**config.mk**
```make
export PLATFORM = sky130hd
export DESIGN_NAME = game_control
export DESIGN_NICKNAME = d
export VERILOG_FILES = /design/src/rtl/game_control.sv
export SDC_FILE = /design/constraint.sdc
export NUM_CORES = 1
export LEC_CHECK = 0
export ABC_AREA = 1
export CAP_MARGIN = 20
export CORE_MARGIN = 2
export CORE_UTILIZATION = 40
export CTS_BUF_LIST = sky130_fd_sc_hd__clkbuf_4
export CTS_CLUSTER_DIAMETER = 30
export CTS_CLUSTER_SIZE = 16
export DETAILED_ROUTE_END_ITERATION = 8
export PLACE_DENSITY_LB_ADDON = 0.12
export SYNTH_ARGS = -nofsm -noshare
export SYNTH_HDL_FRONTEND = slang
export SYNTH_SLANG_ARGS = --single-unit
```
**constraint.sdc**
```tcl
create_clock -name clk_50MHz_i -period 1.7 [get_ports clk_50MHz_i]
set_clock_uncertainty 0.15 [all_clocks]
set_input_delay 0.34 -clock clk_50MHz_i [delete_from_list [all_inputs] [get_ports clk_50MHz_i]]
set_output_delay 0.34 -clock clk_50MHz_i [all_outputs]
set_load 0.005 [all_outputs]
```
**src/rtl/game_control.sv**
```systemverilog
// Keypad movement controller: edge-detects key presses, moves the player on a
// bounded room grid and reports the accepted compass direction as one-hot.
module game_control #(
    parameter int unsigned GRID_MAX = 2,
    parameter int unsigned START_X  = 1,
    parameter int unsigned START_Y  = 1
) (
    input  logic       clk_50MHz_i,
    input  logic       rst_async_ha_i,
    input  logic [3:0] movement,
    output logic [3:0] direction
);

    localparam logic [1:0] GridMax = 2'(GRID_MAX);
    localparam logic [1:0] StartX  = 2'(START_X);
    localparam logic [1:0] StartY  = 2'(START_Y);

    localparam logic [3:0] CodeN = 4'h8;
    localparam logic [3:0] CodeE = 4'h6;
    localparam logic [3:0] CodeS = 4'h2;
    localparam logic [3:0] CodeW = 4'h4;

    localparam logic [3:0] DirNone = 4'b0000;
    localparam logic [3:0] DirN    = 4'b0001;
    localparam logic [3:0] DirE    = 4'b0010;
    localparam logic [3:0] DirS    = 4'b0100;
    localparam logic [3:0] DirW    = 4'b1000;

    logic [3:0] mv_q;
    logic [3:0] mv_prev;
    logic [1:0] x_q, x_d;
    logic [1:0] y_q, y_d;
    logic [3:0] dir_q, dir_d;
    logic       press;

    assign press     = (mv_q != 4'h0) && (mv_q != mv_prev);
    assign direction = dir_q;

    // Bounds are checked on the current position, so the 2-bit counters never wrap.
    always_comb begin
        x_d   = x_q;
        y_d   = y_q;
        dir_d = dir_q;
        if (press) begin
            case (mv_q)
                CodeN: begin
                    if (y_q != 2'd0) begin
                        y_d   = y_q - 2'd1;
                        dir_d = DirN;
                    end else begin
                        dir_d = DirNone;
                    end
                end
                CodeE: begin
                    if (x_q < GridMax) begin
                        x_d   = x_q + 2'd1;
                        dir_d = DirE;
                    end else begin
                        dir_d = DirNone;
                    end
                end
                CodeS: begin
                    if (y_q < GridMax) begin
                        y_d   = y_q + 2'd1;
                        dir_d = DirS;
                    end else begin
                        dir_d = DirNone;
                    end
                end
                CodeW: begin
                    if (x_q != 2'd0) begin
                        x_d   = x_q - 2'd1;
                        dir_d = DirW;
                    end else begin
                        dir_d = DirNone;
                    end
                end
                default: ;
            endcase
        end
    end

    always_ff @(posedge clk_50MHz_i) begin
        if (rst_async_ha_i) begin
            mv_q    <= 4'h0;
            mv_prev <= 4'h0;
            x_q     <= StartX;
            y_q     <= StartY;
            dir_q   <= DirNone;
        end else begin
            mv_q    <= movement;
            mv_prev <= mv_q;
            x_q     <= x_d;
            y_q     <= y_d;
            dir_q   <= dir_d;
        end
    end

endmodule

```
# ---- Yosys cells after proc, flatten, opt, wreduce, memory -nomap -nowiden
# Index checks and enable logic that the tools add are counted.
dict set report op_classes {
  magnitude_cmp 2
  n_reduce_logical 10
  n_eq_ne 9
  addsub 4
  n_mux 11
}
# op n
set ops {}
lappend ops {{4-bit case mux with 4 select lines} 1}
lappend ops {{2-bit 2-to-1 mux} 5}
lappend ops {{4-bit by 3-bit equality test with 1-bit output (second input constant)} 2}
lappend ops {{2-bit != test (second input constant)} 4}
lappend ops {{2-bit case mux with 2 select lines} 2}
lappend ops {{4-bit AND reduction} 2}
lappend ops {{2-bit nonzero test} 4}
lappend ops {{4-bit nonzero test} 2}
lappend ops {{2-bit by 1-bit adder with 2-bit output (second input constant)} 2}
lappend ops {{4-bit by 2-bit equality test with 1-bit output (second input constant)} 1}
lappend ops {{4-bit equality test (second input constant)} 1}
lappend ops {{2-bit < comparator (second input constant)} 2}
lappend ops {{4-bit 2-to-1 mux} 1}
lappend ops {{4-bit != test} 1}
lappend ops {{2-bit by 1-bit subtractor with 2-bit output (second input constant)} 2}
lappend ops {{3-bit 2-to-1 mux} 1}
lappend ops {{2-bit AND reduction} 1}
lappend ops {{1-bit logical AND} 1}
lappend ops {{1-bit 2-to-1 mux} 1}
dict set report totals {
  wordCells 41
  in_bits 6
  reg_bits 16
  out_inout_bits 4
}

# ---- Logic depth before layout (Yosys ltp)
dict set report depth {
  ltp_word 3
  depth_mapped 9
  depth_no_buf 9
}

# ---- Worst setup path after synthesis
# OpenSTA, ideal clock, no wires.
dict set report synth_path {
  kind {register -> register}
  start {register mv_q[1]}
  end {register y_q[1]}
  path_stages_with_launch 9
  setup_ns 0.113
  path_buffers 0
  t_arrival_ns 1.242
  synth_period_minus_slack_ns 1.505
  setup_slack_ns 0.195
  required_ns 1.437
  path_cell_list {dfxtp_1 > inv_2 > nor2_2 > nand2_1 > nor2_1 > ha_1 > xor2_1 > o21ai_1 > nor2_1}
}
dict set report synth_between {
  elab_chain_len 3
  elab_cells_between_ends 10
}
# element line_no
set synth_lines {}
lappend synth_lines {{start: declaration} 29} ;# logic [3:0] mv_q;
lappend synth_lines {{start signal: assignment} 91} ;# mv_q <= movement;
lappend synth_lines {{4-bit by 2-bit equality test with 1-bit output, or another cell as far along} 45} ;# case (mv_q)
lappend synth_lines {{2-bit != test (no line), or another cell as far along} --}
lappend synth_lines {{4-bit AND reduction (no line)} --}
lappend synth_lines {{end signal: assignment} 88} ;# y_q <= StartY;
lappend synth_lines {{end signal: assignment} 94} ;# y_q <= y_d;
lappend synth_lines {{end: declaration} 32} ;# logic [1:0] y_q, y_d;
# Several ways; a longest one is shown, not always the timed one.
# A chain may end at the register's enable or synchronous reset.

# ---- Worst setup path in the final report
dict set report layout_path {
  start {register dir_q[2], in the netlist direction[2]}
  end {output direction[2]}
}
# element line_no
set layout_rtl {}
lappend layout_rtl {{start: declaration} 33} ;# logic [3:0] dir_q, dir_d;
lappend layout_rtl {{start signal: assignment} 89} ;# dir_q <= DirNone;
lappend layout_rtl {{start signal: assignment} 95} ;# dir_q <= dir_d;
lappend layout_rtl {{end: declaration} 11} ;# output logic [3:0] direction
# No word-level cell between the ends.

==> results.sh <==
export IMPL_initial_core_util_pct=41.45
export IMPL_antenna_left=0
export IMPL_r2r_cells=8
export IMPL_multi_input_area_um2=377.9
export IMPL_fin_nets=139
export IMPL_ios=10
export IMPL_fin_crit_sh_pct=94.56
export IMPL_crit_path_max_incr_delay_ps=500
export IMPL_fillers=198
export IMPL_grt_antenna_before_repair=0
export IMPL_mostFrequentLayoutCell="nand2_1"
export IMPL_via_per_inst=4.548
export IMPL_leakagePower_uw=0.0004666
export IMPL_dp_cells=154
export IMPL_h_tree_depth=1
export IMPL_register_area_um2=321.6
export IMPL_cp_num_buf_inv=1
export IMPL_cts_tree="built"
export IMPL_hold_class="flip-flop to flip-flop"
export IMPL_r2r_start="mv_q[1]$_SDFF_PP0_"
export IMPL_grt_pass1_vias=638
export IMPL_syn_inst=117
export IMPL_utilization_pct=49.80
export IMPL_grt_max_degree=9
export IMPL_startpoint_type="flip-flop"
export IMPL_period_minus_slack_ps=1608
export IMPL_max_freq_mhz=622.1
export IMPL_rrSetupSlack_ps=140
export IMPL_mostFrequentLayoutCells="33 x nand2_1, 19 x inv_1, 15 x dfxtp_1"
export IMPL_syn_num_nets=124
export IMPL_synth_area_um2=788.3
export IMPL_path_class="flip-flop to primary output"
export IMPL_yosysSeqAreaShare_pct=40.63
export IMPL_clock_latency_ps=280
export IMPL_area_growth_pct=20.16
export IMPL_synth_seq_cells=16
export IMPL_max_clock_path_buffers=2
export IMPL_slew_violations=0
export IMPL_setup_tns_ps=0
export IMPL_avgSynthCellArea_um2=6.737
export IMPL_cp_top_family="buffers and inverters"
export IMPL_yosysWarningCount=0
export IMPL_slowest_stage="clkdlybuf4s50_1"
export IMPL_post_synth_num_cell_types=19
export IMPL_clk_root_buffer_cell="clkbuf_4"
export IMPL_ir_worst_vdd_v=0.0004677
export IMPL_numCtsBuffers=3
export IMPL_worstHoldEndpoint="direction[1]$_SDFFE_PP0P_"
export IMPL_dieArea_um2=2342
export IMPL_antennaDiodeCount=0
export IMPL_grt_pass1_wl_um=2670
export IMPL_rows=16
export IMPL_hold_viol=0
export IMPL_gp_congestion=0.7648
export IMPL_cts_num_sinks=16
export IMPL_portBuffers=9
export IMPL_max_slew_margin_rel_pct=84.42
export IMPL_design_core_area_um2=1902
export IMPL_holdCritStartpoint="direction[1]$_SDFFE_PP0P_"
export IMPL_die_w_um=48.39
export IMPL_clk_pin_slew_ps=90
export IMPL_dpl_hpwl_um=1147
export IMPL_hold_path_depth=2
export IMPL_worst_ep_required_time_ps=1210
export IMPL_tightest_slew_ps=233.4
export IMPL_cp_arrival_ps=1120
export IMPL_whs_ps=313.4
export IMPL_vias=714
export IMPL_drc_errors=0
export IMPL_layout_drive_gt1_share_pct=13.85
export IMPL_max_cap_violations=0
export IMPL_holdBufCountCts=0
export IMPL_outcome="finished, final reports clean"
export IMPL_dieHeight_um=48.39
export IMPL_setup_violations=0
export IMPL_drt_initial_drc_count=10
export IMPL_grt_usage_pct=14.28
export IMPL_instances_no_fill=157
export IMPL_worstPathCellList="clkdlybuf4s50_1"
export IMPL_worstReg2RegEnd="y_q[1]$_SDFFE_PP0P_"
export IMPL_drt_total_wl_um=1436
export IMPL_synth_edf_count=0
export IMPL_overflow=0
export IMPL_wl_per_cell_um=9.146
export IMPL_async_flop_share_pct=0
export IMPL_synthFlopType="dfxtp_1"
export IMPL_grt_setup_unrepaired="false"
export IMPL_dr_pass1_iters=4
export IMPL_end_kind="primary output"
export IMPL_cp_max_fo=2
export IMPL_power_density_nw_per_um2=782.1
==> synthesized netlist by cell type, types with 2 or more instances <==
master | count | area (µm²)
dfxtp_1 | 16 | 320.3
inv_2 | 4 | 15.01
nand4_1 | 5 | 31.28
nand3_1 | 9 | 45.04
nand2_1 | 33 | 123.9
nor2_1 | 12 | 45.04
nor2_2 | 4 | 25.02
nand3_2 | 2 | 20.02
a21oi_1 | 4 | 20.02
inv_1 | 19 | 71.32
==> final cells by class <==
type | instances | area share [%]
clock buffers | 3 | 2.378
well taps | 27 | 3.567
inverters | 23 | 9.115
flip-flops and latches | 16 | 33.95
repair buffers | 11 | 11.10
multi-input cells | 77 | 39.89
==> worst max-delay path by stage <==
stage / startpoint / to / slack, ps / cells past startpoint
after CTS: mv_q[1]$_SDFF_PP0_ / y_q[1]$_SDFFE_PP0P_ / 80 / 8
final: direction[2]$_SDFFE_PP0P_ / direction[2] / 90 / 1
after floorplan: mv_q[1]$_SDFF_PP0_ / y_q[1]$_SDFFE_PP0P_ / 200 / 8
after detailed placement: mv_q[1]$_SDFF_PP0_ / y_q[1]$_SDFFE_PP0P_ / 90 / 8
after global placement: mv_q[1]$_SDFF_PP0_ / y_q[1]$_SDFFE_PP0P_ / 130 / 8
after global routing: mv_q[1]$_SDFF_PP0_ / y_q[1]$_SDFFE_PP0P_ / 0.5 / 8
==> registers in the layout, indices dropped and copies added, names as in the netlist <==
name / cells
mv_prev: 4
mv_q: 4
direction: 4
y_q: 2
x_q: 2
==> routing by layer <==
layer	part of all wire, %	wire length (µm)	GRT usage (%)
met5	0	0	0
met4	0.77	11	4.286
met3	3.3	48	3.086
met2	48	683	24.77
met1	48	692	17.77
==> repair_timing <==
action | 4_1_cts | 5_1_grt
resized for setup | 0 | 2
setup endpoints to repair | 0 | 2
buffers inserted | 0 | 0
==> logic make-up (layout without fill, tap and decap cells) <==
logic type	count (synthesis)	count (layout)	share of synthesized area, %
AO/OA/AOI/OAI	7	7	4.761
XOR/XNOR	1	1	1.111
adder cells (fa/ha/maj)	1	1	1.587
buffers and inverters	24	37	11.43
flip-flops	16	16	40.64
AND/OR/NAND/NOR	68	68	40.48
==> power breakdown <==
part           leakage, µW  switching (µW)  internal [µW]
clock network    0.0000138             115           82.2
registers         0.000132            15.6            394
logic             0.000321            77.6           56.6
==> per-stage QoR <==
stage	total power, µW	setup slack [ps]	instance area, µm²
after detailed placement	552.4	93.64	923.4
after floorplan	509.8	195.0	788.3
final	740.8	92.46	947.2
after CTS	749.1	78.03	945.9
after global placement	550.0	132.4	923.4
after global routing	799.5	0.5294	947.2
(Power assumes the default switching activity.)
